`src/rtl/ym_dbg_pkg.sv`:
```
// ym_dbg_pkg: shared types and helpers for the debug-chain capture engine.
// Contents: shifter state enum, bit-counter width helper.
// No ports; imported by ym_dbg_capture and its sub-modules.
package ym_dbg_pkg;

  typedef enum logic {
    IDLE  = 1'b0,
    SHIFT = 1'b1
  } dbg_state_e;

  // Width of the per-frame bit counter; it only has to reach width-1.
  function automatic int ym_dbg_cnt_w(input int width);
    return $clog2(width);
  endfunction

endpackage

```
`src/rtl/ym_dbg_capture_if.sv`:
```
// ym_dbg_capture_if: chain-side inputs plus host-side word handshake of the capture engine.
// Signals: c1/c2/load/sdata (chain), dout/dout_valid/dout_ready (host), busy, ovf, ovf_cnt.
// master = chain driver + host, slave = capture engine.
interface ym_dbg_capture_if #(
  parameter int FRAME_WIDTH = 16
) ();
  logic                   c1;
  logic                   c2;
  logic                   load;
  logic                   sdata;
  logic [FRAME_WIDTH-1:0] dout;
  logic                   dout_valid;
  logic                   dout_ready;
  logic                   busy;
  logic                   ovf;
  logic [7:0]             ovf_cnt;

  modport master (
    output c1, c2, load, sdata, dout_ready,
    input  dout, dout_valid, busy, ovf, ovf_cnt
  );

  modport slave (
    input  c1, c2, load, sdata, dout_ready,
    output dout, dout_valid, busy, ovf, ovf_cnt
  );
endinterface

```
`src/rtl/ym_dbg_obuf.sv`:
```
// ym_dbg_obuf: single-entry output buffer between the shifter and the host.
// Ports: MCLK, reset (sync, active-high), wr_vld/wr_dat (completed frame), rd_rdy (host ready),
//        dout/full (registered word + valid), drop (combinational: frame lost because buffer busy).
module ym_dbg_obuf #(
  parameter int WIDTH = 16
) (
  input  logic             MCLK,
  input  logic             reset,
  input  logic             wr_vld,
  input  logic [WIDTH-1:0] wr_dat,
  input  logic             rd_rdy,
  output logic [WIDTH-1:0] dout,
  output logic             full,
  output logic             drop
);
  logic take;
  logic accept;

  // A word leaving on this edge frees the slot for a word arriving on the same edge.
  assign take   = full & rd_rdy;
  assign accept = wr_vld & (~full | take);
  assign drop   = wr_vld & ~accept;

  always_ff @(posedge MCLK) begin
    if (reset) begin
      dout <= '0;
      full <= 1'b0;
    end else if (accept) begin
      dout <= wr_dat;
      full <= 1'b1;
    end else if (take) begin
      full <= 1'b0;
    end
  end
endmodule

```
`src/rtl/ym_dbg_capture.sv`:
```
// ym_dbg_capture: reassembles LSB-first debug-chain frames (sampled on c1) into parallel words.
// Ports: MCLK, reset (sync, active-high), bus (slave modport of ym_dbg_capture_if).
// Macro YM_DBG_CAPTURE_OVF_EN builds the sticky ovf flag and saturating ovf_cnt; otherwise both read 0.
module ym_dbg_capture
  import ym_dbg_pkg::*;
#(
  parameter int FRAME_WIDTH = 16
) (
  input logic             MCLK,
  input logic             reset,
  ym_dbg_capture_if.slave bus
);
  localparam int            CW       = ym_dbg_cnt_w(FRAME_WIDTH);
  localparam logic [CW-1:0] LAST_BIT = CW'(FRAME_WIDTH - 1);

  dbg_state_e             state;
  logic [CW-1:0]          bitcnt;
  logic [FRAME_WIDTH-1:0] sr;
  logic [FRAME_WIDTH-1:0] word;
  logic                   sample;
  logic                   frame_done;
  logic                   frame_drop;

  // load takes priority over sampling, so a load strobe never contributes a bit.
  assign sample     = bus.c1 & ~bus.load & (state == SHIFT);
  assign frame_done = sample & (bitcnt == LAST_BIT);
  assign word       = {bus.sdata, sr[FRAME_WIDTH-1:1]};

  always_ff @(posedge MCLK) begin
    if (reset) begin
      state  <= IDLE;
      bitcnt <= '0;
      sr     <= '0;
    end else if (bus.c1 & bus.load) begin
      // Frame start; also silently aborts any partial frame.
      state  <= SHIFT;
      bitcnt <= '0;
      sr     <= '0;
    end else if (sample) begin
      sr <= word;
      if (bitcnt == LAST_BIT) begin
        state  <= IDLE;
        bitcnt <= '0;
      end else begin
        bitcnt <= bitcnt + 1'b1;
      end
    end
  end

  assign bus.busy = (state == SHIFT);

  ym_dbg_obuf #(
    .WIDTH(FRAME_WIDTH)
  ) u_obuf (
    .MCLK   (MCLK),
    .reset  (reset),
    .wr_vld (frame_done),
    .wr_dat (word),
    .rd_rdy (bus.dout_ready),
    .dout   (bus.dout),
    .full   (bus.dout_valid),
    .drop   (frame_drop)
  );

`ifdef YM_DBG_CAPTURE_OVF_EN
  logic       ovf_q;
  logic [7:0] ovf_cnt_q;

  always_ff @(posedge MCLK) begin
    if (reset) begin
      ovf_q     <= 1'b0;
      ovf_cnt_q <= '0;
    end else if (frame_drop) begin
      ovf_q <= 1'b1;
      if (ovf_cnt_q != 8'hFF) begin
        ovf_cnt_q <= ovf_cnt_q + 8'd1;
      end
    end
  end

  assign bus.ovf     = ovf_q;
  assign bus.ovf_cnt = ovf_cnt_q;

  // c2 is only meaningful to the overlap check; sr[0] is the bit shifted out.
  logic unused_ok;
  assign unused_ok = ^{bus.c2, sr[0]};
`else
  assign bus.ovf     = 1'b0;
  assign bus.ovf_cnt = '0;

  logic unused_ok;
  assign unused_ok = ^{bus.c2, sr[0], frame_drop};
`endif

endmodule

```
`src/flat_wrapper.sv`:
```
// flat-port wrapper written by rule: the top's interface ports become plain ports
module ym_dbg_capture_flat import ym_dbg_pkg::*;
#(
  parameter int FRAME_WIDTH = 16
)
  (MCLK, reset, bus_c1, bus_c2, bus_load, bus_sdata, bus_dout_ready, bus_dout, bus_dout_valid, bus_busy, bus_ovf, bus_ovf_cnt);
  ym_dbg_capture_if #(.FRAME_WIDTH(FRAME_WIDTH)) bus_i ();
  input logic MCLK;
  input logic reset;
  input wire logic [$bits(bus_i.c1)-1:0] bus_c1;
  input wire logic [$bits(bus_i.c2)-1:0] bus_c2;
  input wire logic [$bits(bus_i.load)-1:0] bus_load;
  input wire logic [$bits(bus_i.sdata)-1:0] bus_sdata;
  input wire logic [$bits(bus_i.dout_ready)-1:0] bus_dout_ready;
  output wire logic [$bits(bus_i.dout)-1:0] bus_dout;
  output wire logic [$bits(bus_i.dout_valid)-1:0] bus_dout_valid;
  output wire logic [$bits(bus_i.busy)-1:0] bus_busy;
  output wire logic [$bits(bus_i.ovf)-1:0] bus_ovf;
  output wire logic [$bits(bus_i.ovf_cnt)-1:0] bus_ovf_cnt;
  assign bus_i.c1 = bus_c1;
  assign bus_i.c2 = bus_c2;
  assign bus_i.load = bus_load;
  assign bus_i.sdata = bus_sdata;
  assign bus_i.dout_ready = bus_dout_ready;
  assign bus_dout = bus_i.dout;
  assign bus_dout_valid = bus_i.dout_valid;
  assign bus_busy = bus_i.busy;
  assign bus_ovf = bus_i.ovf;
  assign bus_ovf_cnt = bus_i.ovf_cnt;
  ym_dbg_capture #(.FRAME_WIDTH(FRAME_WIDTH)) u_core (.MCLK(MCLK), .reset(reset), .bus(bus_i));
endmodule
```
`config.mk`:
```
export PLATFORM = sky130hd
export DESIGN_NAME = ym_dbg_capture_flat
export DESIGN_NICKNAME = d
export VERILOG_FILES = /design/src/rtl/ym_dbg_pkg.sv /design/src/rtl/ym_dbg_capture_if.sv /design/src/rtl/ym_dbg_obuf.sv /design/src/rtl/ym_dbg_capture.sv /design/src/flat_wrapper.sv
export SDC_FILE = /design/constraint.sdc
export NUM_CORES = 1
export LEC_CHECK = 0
export CORE_MARGIN = 2
export CORE_UTILIZATION = 50
export DETAILED_ROUTE_END_ITERATION = 7
export PLACE_DENSITY_LB_ADDON = 0.25
export SYNTH_ARGS = -nofsm -noshare
export SYNTH_HDL_FRONTEND = slang
export SYNTH_SLANG_ARGS = --single-unit
```
`constraint.sdc`:
```
create_clock -name MCLK -period 1.6 [get_ports MCLK]
set_input_delay 0.32 -clock MCLK [delete_from_list [all_inputs] [get_ports MCLK]]
set_output_delay 0.32 -clock MCLK [all_outputs]
set_load 0.01 [all_outputs]
```
Yosys cells after proc, flatten, opt, wreduce, memory -nomap -nowiden
Index checks and enable logic that the tools add are counted.
{"block": "word_totals", "regBits": 38, "in_bits": 7, "out_inout_bits": 27, "elab_cells": 27}
{"block": "classes", "add_sub_neg": 1, "n_eq_ne": 1, "n_mux": 6, "bitwise_logic": 9, "reduce_logical": 5}
{"cell": "1-bit AND", "count": 6}
{"cell": "2-bit nonzero test", "count": 3}
{"cell": "1-bit 2-to-1 mux", "count": 5}
{"cell": "4-bit by 1-bit adder with 4-bit output, second input constant", "count": 1}
{"cell": "4-bit equality test, second input constant", "count": 1}
{"cell": "4-bit 2-to-1 mux", "count": 1}
{"cell": "1-bit NOT", "count": 2}
{"cell": "2-bit AND reduction", "count": 1}
{"cell": "2-bit OR reduction", "count": 1}
{"cell": "1-bit bitwise OR", "count": 1}

Logic depth before layout (Yosys ltp)
Gate-level depths: netlist (run 1).
{"block": "logic_depth", "word_depth": 6, "mapped_depth": 5, "ltp_nobuf": 4}

Hierarchy
Synthesis (run 1) repeated with hierarchy kept, for this count alone.
{"block": "unflattened", "cells_unflattened": 179, "area_unflattened_um2": 1605.3}
{"mod": "ym_dbg_capture", "n_inst": 1, "cells_each": 104, "area_per_inst_um2": 824.5, "seq_area_each_um2": 400.4}
{"mod": "ym_dbg_obuf", "n_inst": 1, "cells_each": 75, "area_per_inst_um2": 780.7, "seq_area_each_um2": 340.3}

Least setup slack after synthesis (run 1)
OpenSTA, ideal clock, no wires.
{"block": "synth_path", "kind": "register to register", "startpoint": "register u_core.bitcnt[0]", "endpoint": "register u_core.u_obuf.dout[10]", "setup_ns": 0.072, "arrival_time_ns": 1.347, "required_ns": 1.528, "path_slack_ns": 0.182, "stages_incl_launch_ff": 6, "n_path_buf": 1, "synth_period_minus_slack_ns": 1.418, "cell_sequence": "dfxtp_1 > ha_1 > nand2_1 > nor3_4 > buf_12 > mux2i_1"}
{"block": "synth_via", "elab_chain_cells": 3}
{"item": "from (decl)", "line_no": "ym_dbg_capture.sv:17", "rtl": "logic [CW-1:0] bitcnt;"}
{"item": "from (signal assigned)", "line_no": "ym_dbg_capture.sv:45", "rtl": "bitcnt <= bitcnt + 1'b1;"}
{"item": "4-bit equality test", "line_no": "ym_dbg_capture.sv:26", "rtl": "assign frame_done = sample & (bitcnt == LAST_BIT);"}
{"item": "1-bit AND", "line_no": "ym_dbg_capture.sv:26"}
{"item": "1-bit AND", "line_no": "ym_dbg_obuf.sv:21", "rtl": "assign accept = wr_vld & (~full | take);"}
{"item": "to (signal assigned)", "line_no": "ym_dbg_obuf.sv:29", "rtl": "dout <= wr_dat;"}
{"item": "to (decl)", "line_no": "ym_dbg_obuf.sv:12", "rtl": "output logic [WIDTH-1:0] dout,"}
No other way between the ends.
A chain may end at the register's enable or synchronous reset.

Worst setup path after layout (run 1)
{"block": "layout_path", "startpoint": "register u_core.u_obuf.dout[15]", "endpoint": "output port bus_dout[15]"}
{"item": "to (decl)", "line_no": "flat_wrapper.sv:15", "rtl": "output wire logic [$bits(bus_i.dout)-1:0] bus_dout;"}
No word-level cell between the ends.

==> results of run 1 <==
registers in the layout, summed over array words and instances (netlist names):
register and flops:
u_core.sr 15, u_core.u_obuf.full 1, u_core.bitcnt 4, u_core.bus.busy 1, u_core.u_obuf.dout 16
cells by family after synthesis:
kind of cell,Yosys count,share of synthesized area (%)
adder cells (fa/ha/maj),1,0.755
AND/OR/NAND/NOR,78,28.7
AO/OA/AOI/OAI,24,7.55
XOR/XNOR,1,0.528
buffers and inverters,20,7.92
flip-flops,37,44.7
other,1,0.226
multiplexers,16,9.66
path summary, 6_finish.rpt:
| path | startpoint | endpoint | slack, ns | cells after the start |
|---|---|---|---|---|
| worst max-delay path | u_core.u_obuf.dout[15] | bus_dout[15] | 0.05 | 1 |
| worst min-delay path | u_core.sr[7] | u_core.sr[6] | 0.46 | 2 |
| worst max register to register | u_core.bitcnt[0] | u_core.u_obuf.dout[14] | 0.15 | 5 |
| worst min register to register | u_core.sr[7] | u_core.sr[6] | 0.46 | 2 |
worst reg2reg max path: stages, from the launching register on:
cell and delay, ns:
dfxtp_1 0.43, ha_1 0.25, nand2_1 0.12, nor3_4 0.17
buf_12 0.20, mux2i_1 0.21
routing by layer:
metal | GRT usage [%] | wire length, um | up-vias | share of wire, %
met5 | 0 | 0 | - | 0
met4 | 8.81 | 100 | 0 | 3.4
met3 | 7.56 | 144 | 10 | 4.9
met2 | 30.1 | 1440 | 33 | 48
met1 | 21.5 | 1280 | 543 | 43
li1 | - | - | 618 | -
what timing repair did:
item / CTS / global route
gates resized for setup: 2 / 3
setup endpoints to repair: 1 / 3
setup buffers: 0 / 0
cell usage in the layout (no fill, tap or decap), drive strengths merged:
cell type / synthesis / final
conb: 1 / 9
nand3: 1 / 1
mux2i: 16 / 16
or3: 2 / 2
a21oi: 20 / 20
dlymetal6s2s: 0 / 3
nand4b: 1 / 1
buf: 15 / 10
and3b: 1 / 1
ha: 1 / 1
dfxtp: 37 / 37
xnor2: 1 / 1
o21ai: 3 / 3
dlygate4sd2: 0 / 1
nor2: 1 / 1
and2b: 1 / 1
inv: 1 / 1
or2b: 18 / 18
clkdlybuf4s50: 0 / 19
clkbuf: 4 / 7
nor3: 2 / 2
nand3b: 1 / 1
nand2b: 15 / 15
nand2: 35 / 35
o21ba: 1 / 1
power breakdown:
group	leakage, nW	total [mW]	internal, mW	switching (mW)
clock	0.0314	0.491	0.208	0.284
combinational	0.406	0.0869	0.0397	0.0472
sequential	0.298	0.927	0.923	0.00376
total	0.736	1.51	1.17	0.335
area by class of cell:
type                            count  area (sq um)  area share [%]
Sequential cell                    37           742            36.9
Multi-Input combinational cell    129           816            40.6
Clock buffer                        7          55.1            2.74
Inverter                            1          3.75           0.187
Timing Repair Buffer               33           337            16.8
Tap cell                           44          55.1            2.74
per-stage QoR:
stage	cells	hold slack [ns]
after global placement	244	0.451
after detailed placement	244	0.447
after global routing	251	0.491
after floorplan	186	0.437
after CTS	251	0.469
final	251	0.464
==> flow_summary.ini, run 1 <==
[placement]
placed_cell_area_sq_um = 1950
place.detailed.hpwl_um = 2160
io_buffers = 23
gp_congestion = 0.797
pre_cts_ws_ns = -0.153

[critical_path]
crit_chain = clkdlybuf4s50_1
crit_type = reg2out
crit_family = buffers and inverters
critPathMaxFanout = 2
cp.arrival_ns = 1.23
crit_buf_inv = 1
start_kind = flip-flop
critPathMaxStageDelay_ns = 0.54
critPathSlowestCell = clkdlybuf4s50_1
cp-end-kind = primary output
cp.required_ns = 1.28

[clocking]
cts.sinks = 37
insertion_delay_ns = 0.33
ctsHtreeMaxLevel = 2
cts_tree = built
numCtsBuffers = 5
clkSlewWorstSetupHoldPaths_ns = 0.11
cts-root-buf = clkbuf_4
hold_buffers = 0
cts_buffer_depth = 2

[floorplanning]
ioPinCount = 34
chipHeight_um = 61.6
num_rows = 20
start_util_pct = 53.4
die_w_um = 61.6
dieArea_sq_um = 3790
core-area_sq_um = 3100

[synth]
synth_seq_cells = 37
ys_types = 28
async_flop_share_pct = 0
syn_area_per_cell_sq_um = 9.31
yosysTopAreaCellShare_pct = 44.7
syn-cell-area_sq_um = 1660
synth_edf_count = 0
synthCells = 178
yosys.area.top_type = dfxtp_1
seq_area_frac_synth_pct = 44.7
yosys-top-cells-area = dfxtp_1 (45%), mux2i_1 (9.7%), or2b_2 (9.0%)
synth_top_cells_by_count = dfxtp_1 (37), nand2_1 (35), a21oi_1 (20)
yosysMostFrequentCell = dfxtp_1
yosys_warnings = 0
ys_dominant_reg_cell = dfxtp_1

[global_routing]
grt_pass1_wl_um = 5090
track_usage_pct = 18.7
antenna_found_initial = 0
grt_max_degree = 28
grt_pass1_vias = 1191
grt_overflow = 0

[drt]
num_vias = 1204
postRouteAntennaNets = 0
avgViaCountPerCell = 4.80
wl_per_cell_um = 11.8
totalWireLength_um = 2960
dr.pass1.iters = 4
drcViolationCount = 0
dr.first_iter.drc_count = 36

[timing]
finalCriticalPeriod_ns = 1.55
final_max_slew_viol_count = 0
tns_ns = 0
rsz0062_at_grt = no
fin_crit_sh_pct = 96.7
hold_viol = 0
fin_worst_skew_ns = 0.0150
fmax_mhz = 647
worst_slack_ns = 0.0535
setup-violations-final = 0

[layout]
antenna_cells = 0
n_fill_cell = 308
fin_area_sq_um = 2010
nets = 215
area_growth_pct = 21.1
fin_util_pct = 64.7
drive_gt1_share_pct = 19.3

[power]
ir_drop_uv = 395
p_leak_nw = 0.736
power.total_mw = 1.51
powerDensity_nw_per_um2 = 750

[outcome]
outcome = finished, final reports clean

[run]
max-cap-violations = 0

[min_path]
hold_class = reg2reg
Power figures use the tool's default switching activity.
==> run 2: changes to the inputs <==
SETUP_SLACK_MARGIN = 0.15   (was not set)
SLEW_MARGIN = 20   (was not set)
==> run 2 against run 1 <==
Global-route usage about the same; hold slack got worse by 0.019 ns; clock skew shrank 0.0067 ns; first-iteration DRC count increased by 31%; total power is 0.64% lower; critical path type is now in2reg; highest routed layer unchanged.
==> flow_summary.ini, run 2 (synthesis results as in run 1) <==
[timing]
rsz0062_at_grt = no
setup-violations-final = 0
fmax_mhz = 725
fin_worst_skew_ns = 0.00826
fin_crit_sh_pct = 86.2
final_max_slew_viol_count = 0
finalCriticalPeriod_ns = 1.38
hold_viol = 0
worst_slack_ns = 0.221
hold-worst-slack_ns = 0.445

[global_routing]
grt_max_degree = 28
grt_pass1_wl_um = 5080
grt_pass1_vias = 1185
grt_overflow = 0
antenna_found_initial = 0
track_usage_pct = 18.6

[critical_path]
rr_worst_depth = 5
cp.arrival_ns = 1.64
start_kind = input pin
critPathMaxFanout = 8
cp.required_ns = 1.86
crit_type = in2reg
cp-end-kind = flip-flop

[floorplanning]
chipHeight_um = 61.6
core-area_sq_um = 3100
die_w_um = 61.6
start_util_pct = 53.4
ioPinCount = 34
num_rows = 20
dieArea_sq_um = 3790

[clocking]
cts_tree = built
cts-root-buf = clkbuf_4
hold_buffers = 0
insertion_delay_ns = 0.33
ctsHtreeMaxLevel = 2
cts.sinks = 37
cts_buffer_depth = 2
numCtsBuffers = 5
clkSlewWorstSetupHoldPaths_ns = 0.10

[layout]
drive_gt1_share_pct = 22.0
reg_top3 = u_core.u_obuf.dout x16, u_core.sr x15, u_core.bitcnt x4
layout_commonest_cell = nand2_1
area_growth_pct = 23.1
n_fill_cell = 297
fin_util_pct = 65.8
nets = 217
regMostFlops = u_core.u_obuf.dout
antenna_cells = 0
layout_common_cells = nand2_1 (35), dfxtp_1 (34), a21oi_1 (20)
largest_register_ff_count = 16

[drt]
dr.first_iter.drc_count = 47
postRouteAntennaNets = 0
dr.pass1.iters = 4
num_vias = 1219
drcViolationCount = 0
wl_per_cell_um = 11.9
totalWireLength_um = 3020
avgViaCountPerCell = 4.82

[min_path]
hold_class = in2reg
hold-path-cell-count = 4

[placement]
pre_cts_ws_ns = -0.153
gp_congestion = 0.797
io_buffers = 23
place.detailed.hpwl_um = 2160

[run]
max-cap-violations = 0

[power]
powerDensity_nw_per_um2 = 733
p_leak_nw = 0.801
ir_drop_uv = 344

[outcome]
outcome = finished, final reports clean
run 2: area by class of cell:
class | instances | area [sq um] | area share, %
Timing Repair Buffer | 35 | 345 | 16.9
Sequential cell | 37 | 749 | 36.7
Multi-Input combinational cell | 129 | 832 | 40.8
Tap cell | 44 | 55.1 | 2.70
Clock buffer | 7 | 55.1 | 2.70
Inverter | 1 | 3.75 | 0.184
run 2: path summary, 6_finish.rpt:
kind,startpoint,end,slack [ns]
worst max-delay path,bus_dout_ready,u_core.u_obuf.dout[5],0.22
worst min register to register,u_core.sr[13],u_core.sr[12],0.47
worst min-delay path,bus_load,u_core.bus.busy,0.44
worst max register to register,u_core.bitcnt[1],u_core.u_obuf.dout[5],0.23
run 2: what timing repair did:
item | 4_1_cts | 5_1_grt
pin swaps | 0 | 1
resized for setup | 20 | 8
endpoints found under the setup margin | 19 | 17
buffers inserted | 0 | 1
cloned | 0 | 1
run 2: worst max-delay path, cell delays in order:
cell,delay [ns]
clkdlybuf4s50_1,0.45
and2b_2,0.24
nor3_4,0.23
clkbuf_16,0.23
mux2i_1,0.17
run 2: per-layer routing:
| layer | wire length, um | vias up | track usage (%) | part of all wire (%) |
|---|---|---|---|---|
| li1 | - | 620 | - | - |
| met1 | 1290 | 556 | 21.7 | 43 |
| met2 | 1530 | 36 | 29.8 | 51 |
| met3 | 137 | 7 | 7.56 | 4.5 |
| met4 | 64 | 0 | 8.81 | 2.1 |
| met5 | 0 | - | 0 | 0 |
run 2: power breakdown:
part	total, mW	leakage, nW	internal (mW)	switching (mW)
clock network	0.485	0.0314	0.208	0.277
logic	0.0874	0.470	0.0398	0.0475
registers	0.924	0.300	0.920	0.00352
run 2: through the flow:
stage	cells	TNS [ns]	instance area [sq um]	power, mW
finish	253	0	2040	1.50
global route	253	0	2040	1.57
detailed placement	244	-3.49	1950	1.04
floorplan	186	0	1690	1.01
CTS	251	0	1980	1.52
global placement	244	-1.82	1950	1.03
